## src/rtl/fetch_pc_ctrl_pkg.sv

```systemverilog
// Shared types and constants for the instruction-fetch PC controller.
package fetch_pc_ctrl_pkg;

  localparam int unsigned XLEN = 32;

  localparam logic [XLEN-1:0] RESET_PC_DEF = 32'hBFC0_0000;
  localparam logic [XLEN-1:0] EXC_VEC_DEF  = 32'hBFC0_0380;

  typedef enum logic [1:0] {
    S_REQ  = 2'd0,
    S_WAIT = 2'd1,
    S_HOLD = 2'd2
  } fetch_state_e;

  typedef enum logic [1:0] {
    RS_NONE   = 2'd0,
    RS_BRANCH = 2'd1,
    RS_ERET   = 2'd2,
    RS_EXC    = 2'd3
  } redir_src_e;

  function automatic logic [XLEN-1:0] word_align(input logic [XLEN-1:0] a);
    return {a[XLEN-1:2], 2'b00};
  endfunction

  function automatic logic [XLEN-1:0] next_seq_pc(input logic [XLEN-1:0] pc);
    return pc + XLEN'(4);
  endfunction

endpackage

```

## src/rtl/fetch_redirect_buf.sv

```systemverilog
// Redirect source arbitration plus the pending-target register and the
// discard flag that marks an in-flight fetch as already superseded.
module fetch_redirect_buf
  import fetch_pc_ctrl_pkg::*;
#(
  parameter logic [XLEN-1:0] EXC_VEC = EXC_VEC_DEF
) (
  input  logic            clk,
  input  logic            reset,
  input  logic            i_wb_exc,
  input  logic            i_id_eret,
  input  logic            i_id_redirect,
  input  logic [XLEN-1:0] i_cp0_epc,
  input  logic [XLEN-1:0] i_id_target,
  input  logic            i_pend_set,
  input  logic            i_pend_clr,
  input  logic            i_disc_set,
  input  logic            i_disc_clr,
  input  logic            i_disc_rst,
  output logic            o_redir_valid_c,
  output logic [XLEN-1:0] o_redir_target_c,
  output logic            o_pend_valid,
  output logic [XLEN-1:0] o_pend_target,
  output logic            o_discard
);

  redir_src_e      w_src;
  logic            r_pend_valid;
  logic [XLEN-1:0] r_pend_target;
  logic            r_discard;

  // Fixed priority: exception flush beats eret beats ID branch/jump.
  always_comb begin
    w_src = RS_NONE;
    if (i_wb_exc)           w_src = RS_EXC;
    else if (i_id_eret)     w_src = RS_ERET;
    else if (i_id_redirect) w_src = RS_BRANCH;
  end

  always_comb begin
    o_redir_valid_c  = (w_src != RS_NONE);
    o_redir_target_c = '0;
    case (w_src)
      RS_EXC:    o_redir_target_c = word_align(EXC_VEC);
      RS_ERET:   o_redir_target_c = word_align(i_cp0_epc);
      RS_BRANCH: o_redir_target_c = word_align(i_id_target);
      default:   o_redir_target_c = '0;
    endcase
  end

  // Set wins over clear so a fresh redirect is never lost to a same-cycle retire.
  always_ff @(posedge clk) begin
    if (reset) begin
      r_pend_valid  <= 1'b0;
      r_pend_target <= '0;
      r_discard     <= i_disc_rst;
    end else begin
      if (i_pend_set) begin
        r_pend_valid  <= 1'b1;
        r_pend_target <= o_redir_target_c;
      end else if (i_pend_clr) begin
        r_pend_valid  <= 1'b0;
      end
      if (i_disc_set)      r_discard <= 1'b1;
      else if (i_disc_clr) r_discard <= 1'b0;
    end
  end

  assign o_pend_valid  = r_pend_valid;
  assign o_pend_target = r_pend_target;
  assign o_discard     = r_discard;

endmodule

```

## src/rtl/fetch_pc_ctrl.sv

```systemverilog
// IF-stage PC controller: one outstanding request at a time, holds the fetched
// instruction until ID takes it, and steers the PC on redirects.
module fetch_pc_ctrl
  import fetch_pc_ctrl_pkg::*;
#(
  parameter logic [XLEN-1:0] RESET_PC = RESET_PC_DEF,
  parameter logic [XLEN-1:0] EXC_VEC  = EXC_VEC_DEF
) (
  input  logic            clk,
  input  logic            reset,
  output logic            inst_req,
  output logic [XLEN-1:0] inst_addr,
  input  logic            inst_addr_ok,
  input  logic            inst_data_ok,
  input  logic [XLEN-1:0] inst_rdata,
  output logic            IF_valid,
  output logic [XLEN-1:0] IF_pc,
  output logic [XLEN-1:0] IF_inst,
  input  logic            ID_allowin,
  input  logic            ID_redirect,
  input  logic [XLEN-1:0] ID_target,
  input  logic            ID_eret,
  input  logic [XLEN-1:0] CP0_EPC,
  input  logic            WB_exc
);

  fetch_state_e    r_state, w_state_nxt;
  logic            r_inst_req;
  logic [XLEN-1:0] r_addr, w_addr_nxt;
  logic            r_if_valid, w_if_valid_nxt;
  logic [XLEN-1:0] r_if_pc, w_if_pc_nxt;
  logic [XLEN-1:0] r_if_inst, w_if_inst_nxt;
  logic            w_pend_set, w_pend_clr, w_disc_set, w_disc_clr;
  logic            w_redir_valid, w_pend_valid, w_discard;
  logic [XLEN-1:0] w_redir_target, w_pend_target;

  fetch_redirect_buf #(.EXC_VEC(EXC_VEC)) u_redirect_buf (
    .clk              (clk),
    .reset            (reset),
    .i_wb_exc         (WB_exc),
    .i_id_eret        (ID_eret),
    .i_id_redirect    (ID_redirect),
    .i_cp0_epc        (CP0_EPC),
    .i_id_target      (ID_target),
    .i_pend_set       (w_pend_set),
    .i_pend_clr       (w_pend_clr),
    .i_disc_set       (w_disc_set),
    .i_disc_clr       (w_disc_clr),
    .i_disc_rst       (r_state == S_WAIT),
    .o_redir_valid_c  (w_redir_valid),
    .o_redir_target_c (w_redir_target),
    .o_pend_valid     (w_pend_valid),
    .o_pend_target    (w_pend_target),
    .o_discard        (w_discard)
  );

  always_ff @(posedge clk) begin
    if (reset) begin
      r_state    <= S_REQ;
      r_addr     <= RESET_PC;
      r_inst_req <= 1'b0;
      r_if_valid <= 1'b0;
      r_if_pc    <= '0;
      r_if_inst  <= '0;
    end else begin
      r_state    <= w_state_nxt;
      r_addr     <= w_addr_nxt;
      r_inst_req <= (w_state_nxt == S_REQ);
      r_if_valid <= w_if_valid_nxt;
      r_if_pc    <= w_if_pc_nxt;
      r_if_inst  <= w_if_inst_nxt;
    end
  end

  always_comb begin
    w_state_nxt    = r_state;
    w_addr_nxt     = r_addr;
    w_if_valid_nxt = r_if_valid;
    w_if_pc_nxt    = r_if_pc;
    w_if_inst_nxt  = r_if_inst;
    w_pend_set     = 1'b0;
    w_pend_clr     = 1'b0;
    w_disc_set     = 1'b0;
    w_disc_clr     = 1'b0;
    case (r_state)
      S_REQ: begin
        // A response seen here belongs to a fetch cut short by reset.
        if (inst_data_ok) w_disc_clr = 1'b1;
        if (inst_addr_ok) begin
          w_state_nxt = S_WAIT;
          if (w_redir_valid) begin
            w_pend_set = 1'b1;
            w_disc_set = 1'b1;
          end else if (w_pend_valid) begin
            w_disc_set = 1'b1;
          end
        end else if (w_redir_valid) begin
          w_pend_set = 1'b1;
        end
      end
      S_WAIT: begin
        if (inst_data_ok) begin
          w_state_nxt = S_REQ;
          w_disc_clr  = 1'b1;
          w_pend_clr  = 1'b1;
          if (w_redir_valid) begin
            w_addr_nxt = w_redir_target;
          end else if (w_discard) begin
            w_addr_nxt = w_pend_valid ? w_pend_target : r_addr;
          end else begin
            w_state_nxt    = S_HOLD;
            w_if_valid_nxt = 1'b1;
            w_if_pc_nxt    = r_addr;
            w_if_inst_nxt  = inst_rdata;
          end
        end else if (w_redir_valid) begin
          w_pend_set = 1'b1;
          w_disc_set = 1'b1;
        end
      end
      S_HOLD: begin
        if (w_redir_valid) begin
          w_state_nxt    = S_REQ;
          w_if_valid_nxt = 1'b0;
          w_addr_nxt     = w_redir_target;
        end else if (ID_allowin) begin
          w_state_nxt    = S_REQ;
          w_if_valid_nxt = 1'b0;
          w_addr_nxt     = next_seq_pc(r_if_pc);
        end
      end
      default: w_state_nxt = S_REQ;
    endcase
  end

  assign inst_req  = r_inst_req;
  assign inst_addr = r_addr;
  assign IF_valid  = r_if_valid;
  assign IF_pc     = r_if_pc;
  assign IF_inst   = r_if_inst;

endmodule

```

## config.mk

```make
export PLATFORM = sky130hd
export DESIGN_NAME = fetch_pc_ctrl
export DESIGN_NICKNAME = d
export VERILOG_FILES = /design/src/rtl/fetch_pc_ctrl_pkg.sv /design/src/rtl/fetch_redirect_buf.sv /design/src/rtl/fetch_pc_ctrl.sv
export SDC_FILE = /design/constraint.sdc
export NUM_CORES = 1
export LEC_CHECK = 0
export CORE_MARGIN = 1.5
export CORE_UTILIZATION = 47
export DETAILED_ROUTE_END_ITERATION = 8
export GPL_ROUTABILITY_DRIVEN = 0
export MAX_ROUTING_LAYER = met4
export PLACE_DENSITY = 0.86
export SYNTH_ARGS = -nofsm -noshare
export SYNTH_HDL_FRONTEND = slang
export SYNTH_SLANG_ARGS = --single-unit
export TNS_END_PERCENT = 1
```

## constraint.sdc

```tcl
create_clock -name clk -period 2.3 [get_ports clk]
set_input_delay 0.46 -clock clk [delete_from_list [all_inputs] [get_ports clk]]
set_output_delay 0.46 -clock clk [all_outputs]
set_load 0.01 [all_outputs]
```

After elaboration in Yosys (flattened, before gate mapping)
Index checks and enable logic that the tools add are counted.
Storage, ports and cells
  output and inout port bits: 98
  logic and storage cells: 72
  register bits: 134
  input port bits: 104
Operators by class
  reductions and logical operators: 10
  bitwise logic cells: 2
  mux-type cells: 39
  $add $sub $neg: 1
  eq/ne operators: 11
Operators by type and width (count)
  $mux 32: 6
  $pmux 32 s3: 1
  $pmux 32 s2: 1
  $add 32x3->32 const B: 1
  $mux 1: 19
  $mux 2: 8
  $reduce_and 5->1: 2
  $eq 2x2->1 const B: 3
  $ne 2x2->1 const B: 3
  $ne 3x3->1 const B: 2
  $pmux 1 s2: 3
  $pmux 2 s3: 1
  $reduce_bool 2->1: 3
  $eq 2x1->1 const B: 2
  $logic_not 2->1: 2
  $reduce_and 4->1: 1
  $ne 3x2->1 const B: 1
  $reduce_bool 3->1: 1
  $not 1->1: 2
  $reduce_or 2->1: 1

Depth between registers and ports, before layout
  word-level depth: 9
  mapped depth: 9
  gate-level depth less buffers: 7

By module
From an unflattened synthesis, not the netlist that was laid out.
Second synthesis, totals
  cell total of the unflattened synthesis: 858
  area, all modules: 6597.6 sq um
Modules (own cells, without submodules)
  fetch_pc_ctrl: sequential area each 2001.9 sq um, cells an instance 639, times used 1, area an instance 4782.1 sq um
  fetch_redirect_buf: sequential area each 650.6 sq um, cells an instance 219, times used 1, area an instance 1815.5 sq um

Worst setup path after synthesis
Ideal clock, no wire load.
  path type: input to register
  from: input WB_exc
  to: register r_if_pc[6], in the netlist IF_pc[6]
  required time: 2.168 ns
  library setup time: 0.132 ns
  buffers on the path: 4
  arrival time: 1.929 ns
  stages on the path: 8
  slack: 0.238 ns
  path through: buf_2 -> or3_1 -> buf_2 -> or3_1 -> clkbuf_1 -> buf_2 -> nand2_1 -> a21oi_1
Between the ends
  cells in the longest elaborated chain, start to end: 4
RTL lines
  start: declaration: line fetch_pc_ctrl.sv:24  | input logic WB_exc
  $mux 2: line fetch_redirect_buf.sv:35  | if (i_wb_exc) w_src = RS_EXC;
  $reduce_bool 2->1: line fetch_redirect_buf.sv:41  | o_redir_valid_c = (w_src != RS_NONE);
  $not 1->1 (no line)
  $reduce_and 4->1 (no line)
  end signal: assignment: line fetch_pc_ctrl.sv:70  | r_if_pc <= w_if_pc_nxt;
  end: declaration: line fetch_pc_ctrl.sv:31  | logic [XLEN-1:0] r_if_pc, w_if_pc_nxt;
No other way between the ends.
A chain may end at the register's enable or synchronous reset.

Worst setup path in the final report
  from: input WB_exc
  to: register r_addr[13], in the netlist inst_addr[13]
Between the ends
  cells in the longest elaborated chain, start to end: 6
  elaborated cells between the ends (all ways): 14
  those cells by class: eq/ne (6); mux (6); reduce/logical (2)
RTL lines
  $mux 2 *: line fetch_redirect_buf.sv:35
  $eq 2x1->1 or $eq 2x2->1 (tied branches): line fetch_redirect_buf.sv:43  | case (w_src)
  $pmux 32 s3: line fetch_redirect_buf.sv:43
  $mux 32: line fetch_pc_ctrl.sv:106  | if (w_redir_valid) begin
  $mux 32: line fetch_pc_ctrl.sv:102  | if (inst_data_ok) begin
  $pmux 32 s2: line fetch_pc_ctrl.sv:85  | case (r_state)
  end signal: assignment: line fetch_pc_ctrl.sv:67  | r_addr <= w_addr_nxt;
  end: declaration: line fetch_pc_ctrl.sv:29  | logic [XLEN-1:0] r_addr, w_addr_nxt;
Every way passes the cells marked *; elsewhere a longest branch is shown, timed or not. The select of a mux whose other input is x is not followed.

==> impl_summary.txt <==
----------------------------------------------------
[Run status]
  Outcome ... complete, but fails checks
  Violations in the final reports ... DRC

[Placement]
  Placement-stage worst setup slack ... -0.419 ns
  Count of placed standard cells including taps ... between 1000 and 1500
  Count of port buffers added during placement ... ~200
  Estimated wirelength of the detail-placed design ... approximately 14 mm

[STA]
  Worst Max-Slew Pin Slew ... just under 0.9 ns
  Worst clock skew ... about 0.0074 ns
  Minimum setup slack in the final design ... ~0.073 ns
  RSZ-0062 raised after global routing ... no
  Fin crit share ... between 90% and 100%
  Rel. slew slack ... 42.0%
  Max frequency ... ~450 MHz
  Min cycle time layout ... 2.23 ns
  Setup-failing EPs final ... 0
  Final hold violations ... 0
  Total count of max-transition violations in the final report ... 0

[Detailed routing]
  Router iterations before antenna repair ... 9
  Routed len/inst ... about 17 microns
  Antenna viol nets, final ... 0
  Total wirelength of the detailed-routed design ... between 20 and 25 mm
  Initial DRC count ... 671
  Vias after detailed routing ... just over 7000
  Remaining DRCs ... 7
  Per-cell via count in the routed design ... roughly 5.8

[Synth]
  Synthesis Warnings ... 0
  Number of synthesized register bits ... about 130
  Sequential-to-total area share from yosys stat ... about two fifths
  Async S/R FF share, synth ... 0%
  Most used DFF post-synth ... sky130_fd_sc_hd__dfxtp_1
  XOR/XNOR Fraction of Synth Area ... 1.49%
  Dominant combinational cell family by area after synthesis ... simple AND/OR/NAND/NOR gates
  Number of unique standard cell types used by synthesis ... 65
  Post-synthesis adder-cell area fraction ... less than 1%
  Mean instance size in the synthesized netlist ... approximately 7.8 sq um
  Post-Syn Instances ... 829
  EDFF count, synth ... 1
  Portion of synthesized cell area occupied by the leading cell type ... around two fifths
  Syn_nets ... about 940
  Complex-gate fraction of the synthesized area ... between 20% and 30%
  Top cells by area in the synthesized netlist ... sky130_fd_sc_hd__dfxtp_1, sky130_fd_sc_hd__nand2_1, sky130_fd_sc_hd__a21oi_1
  Share of cell area taken by muxes after synthesis ... under 10%
  Simple-gate portion of the synthesized area ... 25.4%
  Post-synth top area cell ... sky130_fd_sc_hd__dfxtp_1
  Summed instance area of the synthesized netlist ... 6450 sq um

[Setup path]
  Worst path arrival time ... about 2.6 ns
  Category of the worst setup path capture point ... flip-flop
  Biggest fanout along the worst timing path ... 12
  Worst Path Class, Setup ... primary input to flip-flop
  Family with the most delay on the worst path ... buffers and inverters
  Cell seen most often among critical-path stages ... sky130_fd_sc_hd__buf_4
  Startpoint kind of the worst setup timing path ... primary input
  Largest stage delay on the critical path ... between 0.6 and 0.7 ns
  Cells along the critical path ... clkdlybuf4s50_1 > buf_4 > nor2b_1 > a222oi_1 > buf_4 > a311oi_1
  Launching instance or port of the critical path ... WB_exc
  Endpoint of the most critical register-to-register path ... IF_inst[4]$_SDFFE_PP0P_
  Reg2Reg Launch Point ... r_state[1]$_SDFF_PP0_
  Reg2reg path depth ... 8
  Data required time at the worst endpoint ... approximately 2.6 ns
  Max stage delay cell, worst path ... sky130_fd_sc_hd__nor2b_1
  Worst path bufs/invs ... 3
  Worst setup slack for register-to-register paths ... around 0.13 ns

[Clocking]
  Clock tree buffer depth ... 2
  Post-CTS setup-driven buffer insertion count ... 0
  Clk slew on worst S/H paths ... around 0.050 ns
  Cts-stage hold buffer count ... 0
  Clock tree root buffer cell ... sky130_fd_sc_hd__clkbuf_16
  Number of clock buffers inserted by TritonCTS ... 17
  Clock net sink count ... 132
  CTS H-Tree Depth ... 4
  CTS tree ... done
  Insertion delay of the later-clocked pin in the worst-skew pair ... between 0.4 and 0.5 ns

[Power]
  Power after layout ... ~6 mW
  Total power divided by cell area ... around 640 nW/um^2
  Static Leakage ... between 3 and 4 nW
  Worst IR drop on VDD ... around 0.00048 V

[GRT]
  GRT Residual Overflow ... 0
  Antenna violations before repair ... 1
  Maximum number of pins on one net before global-route repair ... between 50 and 60
  Global-route wire length before repair ... 32.3 mm
  Number of global-route vias before repair ... 6300
  Global-route usage over all layers ... about 30%

[Hold path]
  Worst min-delay path endpoint ... IF_inst[27]$_SDFFE_PP0P_
  Hold Path Origin ... IF_inst[27]$_SDFFE_PP0P_
  Type of the most critical hold path ... flip-flop to flip-flop
  Cell depth of the worst min-delay path ... 2

[Die]
  Horizontal die dimension ... approximately 120 microns
  Initial standard-cell utilization of the core ... 48.5%
  Vertical die dimension ... between 100 and 150 microns
  Number of primary I/O pins ... just over 200
  Core Footprint ... ~13000 sq um
  Site Rows ... 42
  Area enclosed by the die boundary ... 14400 sq um

[Finish]
  Final nets ... between 1000 and 1500
  Most used cells in the layout excluding fill and tap cells ... sky130_fd_sc_hd__clkdlybuf4s50_1, sky130_fd_sc_hd__nand2_1, sky130_fd_sc_hd__dfxtp_1
  Count of placed standard cells in the final layout, fillers left out ... between 1000 and 1500
  Synth-to-Final Area Change ... 45.3%
  Commonest non-fill, non-tap cell in the layout ... sky130_fd_sc_hd__clkdlybuf4s50_1
  Ratio of cells with drive above 1 in the final layout ... between 10% and 20%

[Job]
  Count of maximum capacitance violations ... 0

----------------------------------------------------
[where the power goes]
group          switching [mW]  internal (mW)  total, mW  leakage (nW)
clock network           0.956           1.60       2.56         0.278
registers              0.0895           2.41       2.50          1.08
logic                   0.467          0.471      0.938          1.96
total                    1.51           4.48       5.99          3.32
[cells by family after synthesis]
logic type / after synthesis
AOI/OAI and AO/OA: 218
xor gates and xnor gates: 11
adders and majority gates: 5
buffers and inverters: 79
DFF: 132
muxes: 20
and+or+nand+nor: 364
[metal layers]
layer / track usage [%] / wire length [microns] / vias to the layer above
met3: 8.17 / 1940 / 57
met2: 45.9 / 9940 / 368
li1: - / - / 3337
met1: 36.6 / 8520 / 3280
met4: 9.60 / 499 / 0
met5: - / 0 / -
[metrics by stage]
stage / util (%) / area [sq um] / setup TNS, ns / hold slack [ns]
finish: 70.5 / 9370 / 0 / 0.452
global route: 70.5 / 9370 / 0 / 0.466
CTS: 70.3 / 9350 / 0 / 0.453
detailed placement: 66.0 / 8780 / -27.47 / 0.446
global placement: 66.0 / 8780 / -24.65 / 0.441
floorplan: - / 6450 / 0 / 0.436
[state kept, by name, summed over array words and instances (netlist names)]
| name | count |
|---|---|
| inst_req | 1 |
| IF_pc | 32 |
| u_redirect_buf.o_discard | 1 |
| u_redirect_buf.o_pend_valid | 1 |
| inst_addr | 32 |
| IF_valid | 1 |
| IF_inst | 32 |
| r_state | 2 |
| u_redirect_buf.o_pend_target | 30 |
[timing repair]
action | CTS | global route
setup endpoints to repair | 18 | 22
hold endpoints to repair | 0 | 0
gates resized for setup | 1 | 3
cloned | 1 | 0
[cell usage after synthesis, types with 5 or more instances]
| library cell | number |
|---|---|
| sky130_fd_sc_hd__or3_1 | 5 |
| sky130_fd_sc_hd__o21ai_1 | 7 |
| sky130_fd_sc_hd__o21a_1 | 5 |
| sky130_fd_sc_hd__a311oi_1 | 15 |
| sky130_fd_sc_hd__xor2_1 | 6 |
| sky130_fd_sc_hd__a222oi_1 | 11 |
| sky130_fd_sc_hd__nor3_1 | 45 |
| sky130_fd_sc_hd__nand3_1 | 13 |
| sky130_fd_sc_hd__a21oi_1 | 107 |
| sky130_fd_sc_hd__a31oi_1 | 8 |
| sky130_fd_sc_hd__inv_1 | 8 |
| sky130_fd_sc_hd__nand2_1 | 175 |
| sky130_fd_sc_hd__xnor2_1 | 5 |
| sky130_fd_sc_hd__buf_2 | 23 |
| sky130_fd_sc_hd__a211oi_1 | 17 |
| sky130_fd_sc_hd__ha_1 | 5 |
| sky130_fd_sc_hd__clkbuf_1 | 31 |
| sky130_fd_sc_hd__o31a_1 | 7 |
| sky130_fd_sc_hd__o21ai_0 | 21 |
| sky130_fd_sc_hd__nor4_1 | 9 |
| sky130_fd_sc_hd__nor2_1 | 84 |
| sky130_fd_sc_hd__buf_6 | 6 |
| sky130_fd_sc_hd__mux2i_1 | 20 |
| sky130_fd_sc_hd__dfxtp_1 | 131 |
[tightest hold or removal path: cells and delay by family (launching register included)]
| kind | cells | cell delay (ns) |
|---|---|---|
| AND/OR/NAND/NOR | 1 | 0.05 |
| AO/OA/AOI/OAI | 1 | 0.05 |
| flip-flops | 1 | 0.30 |
[worst max-delay path by stage]
stage	end	cells after the start	slack (ns)
2_1_floorplan	IF_pc[6]$_SDFFE_PP0P_	8	0.24
4_1_cts	inst_addr[26]$_SDFFE_PP1P_	7	0.11
6_report	inst_addr[13]$_SDFFE_PP0P_	6	0.07
5_1_grt	inst_addr[28]$_SDFFE_PP1P_	5	0.002
3_5_place_dp	inst_addr[8]$_SDFFE_PP0P_	6	-0.42
3_3_place_gp	inst_addr[21]$_SDFFE_PP0P_	6	-0.35
[final cells by class]
cell class | count | area (sq um)
fillers | 1014 | 3930
diodes | 1 | 2.50
inverters | 8 | 30.0
well taps | 176 | 220
repair buffers | 256 | 2490
flip-flops and latches | 132 | 2650
multi-input cells | 619 | 3430
clock inverters | 5 | 50.0
clock buffers | 24 | 502
No activity file was read; power rests on OpenSTA's default activity.
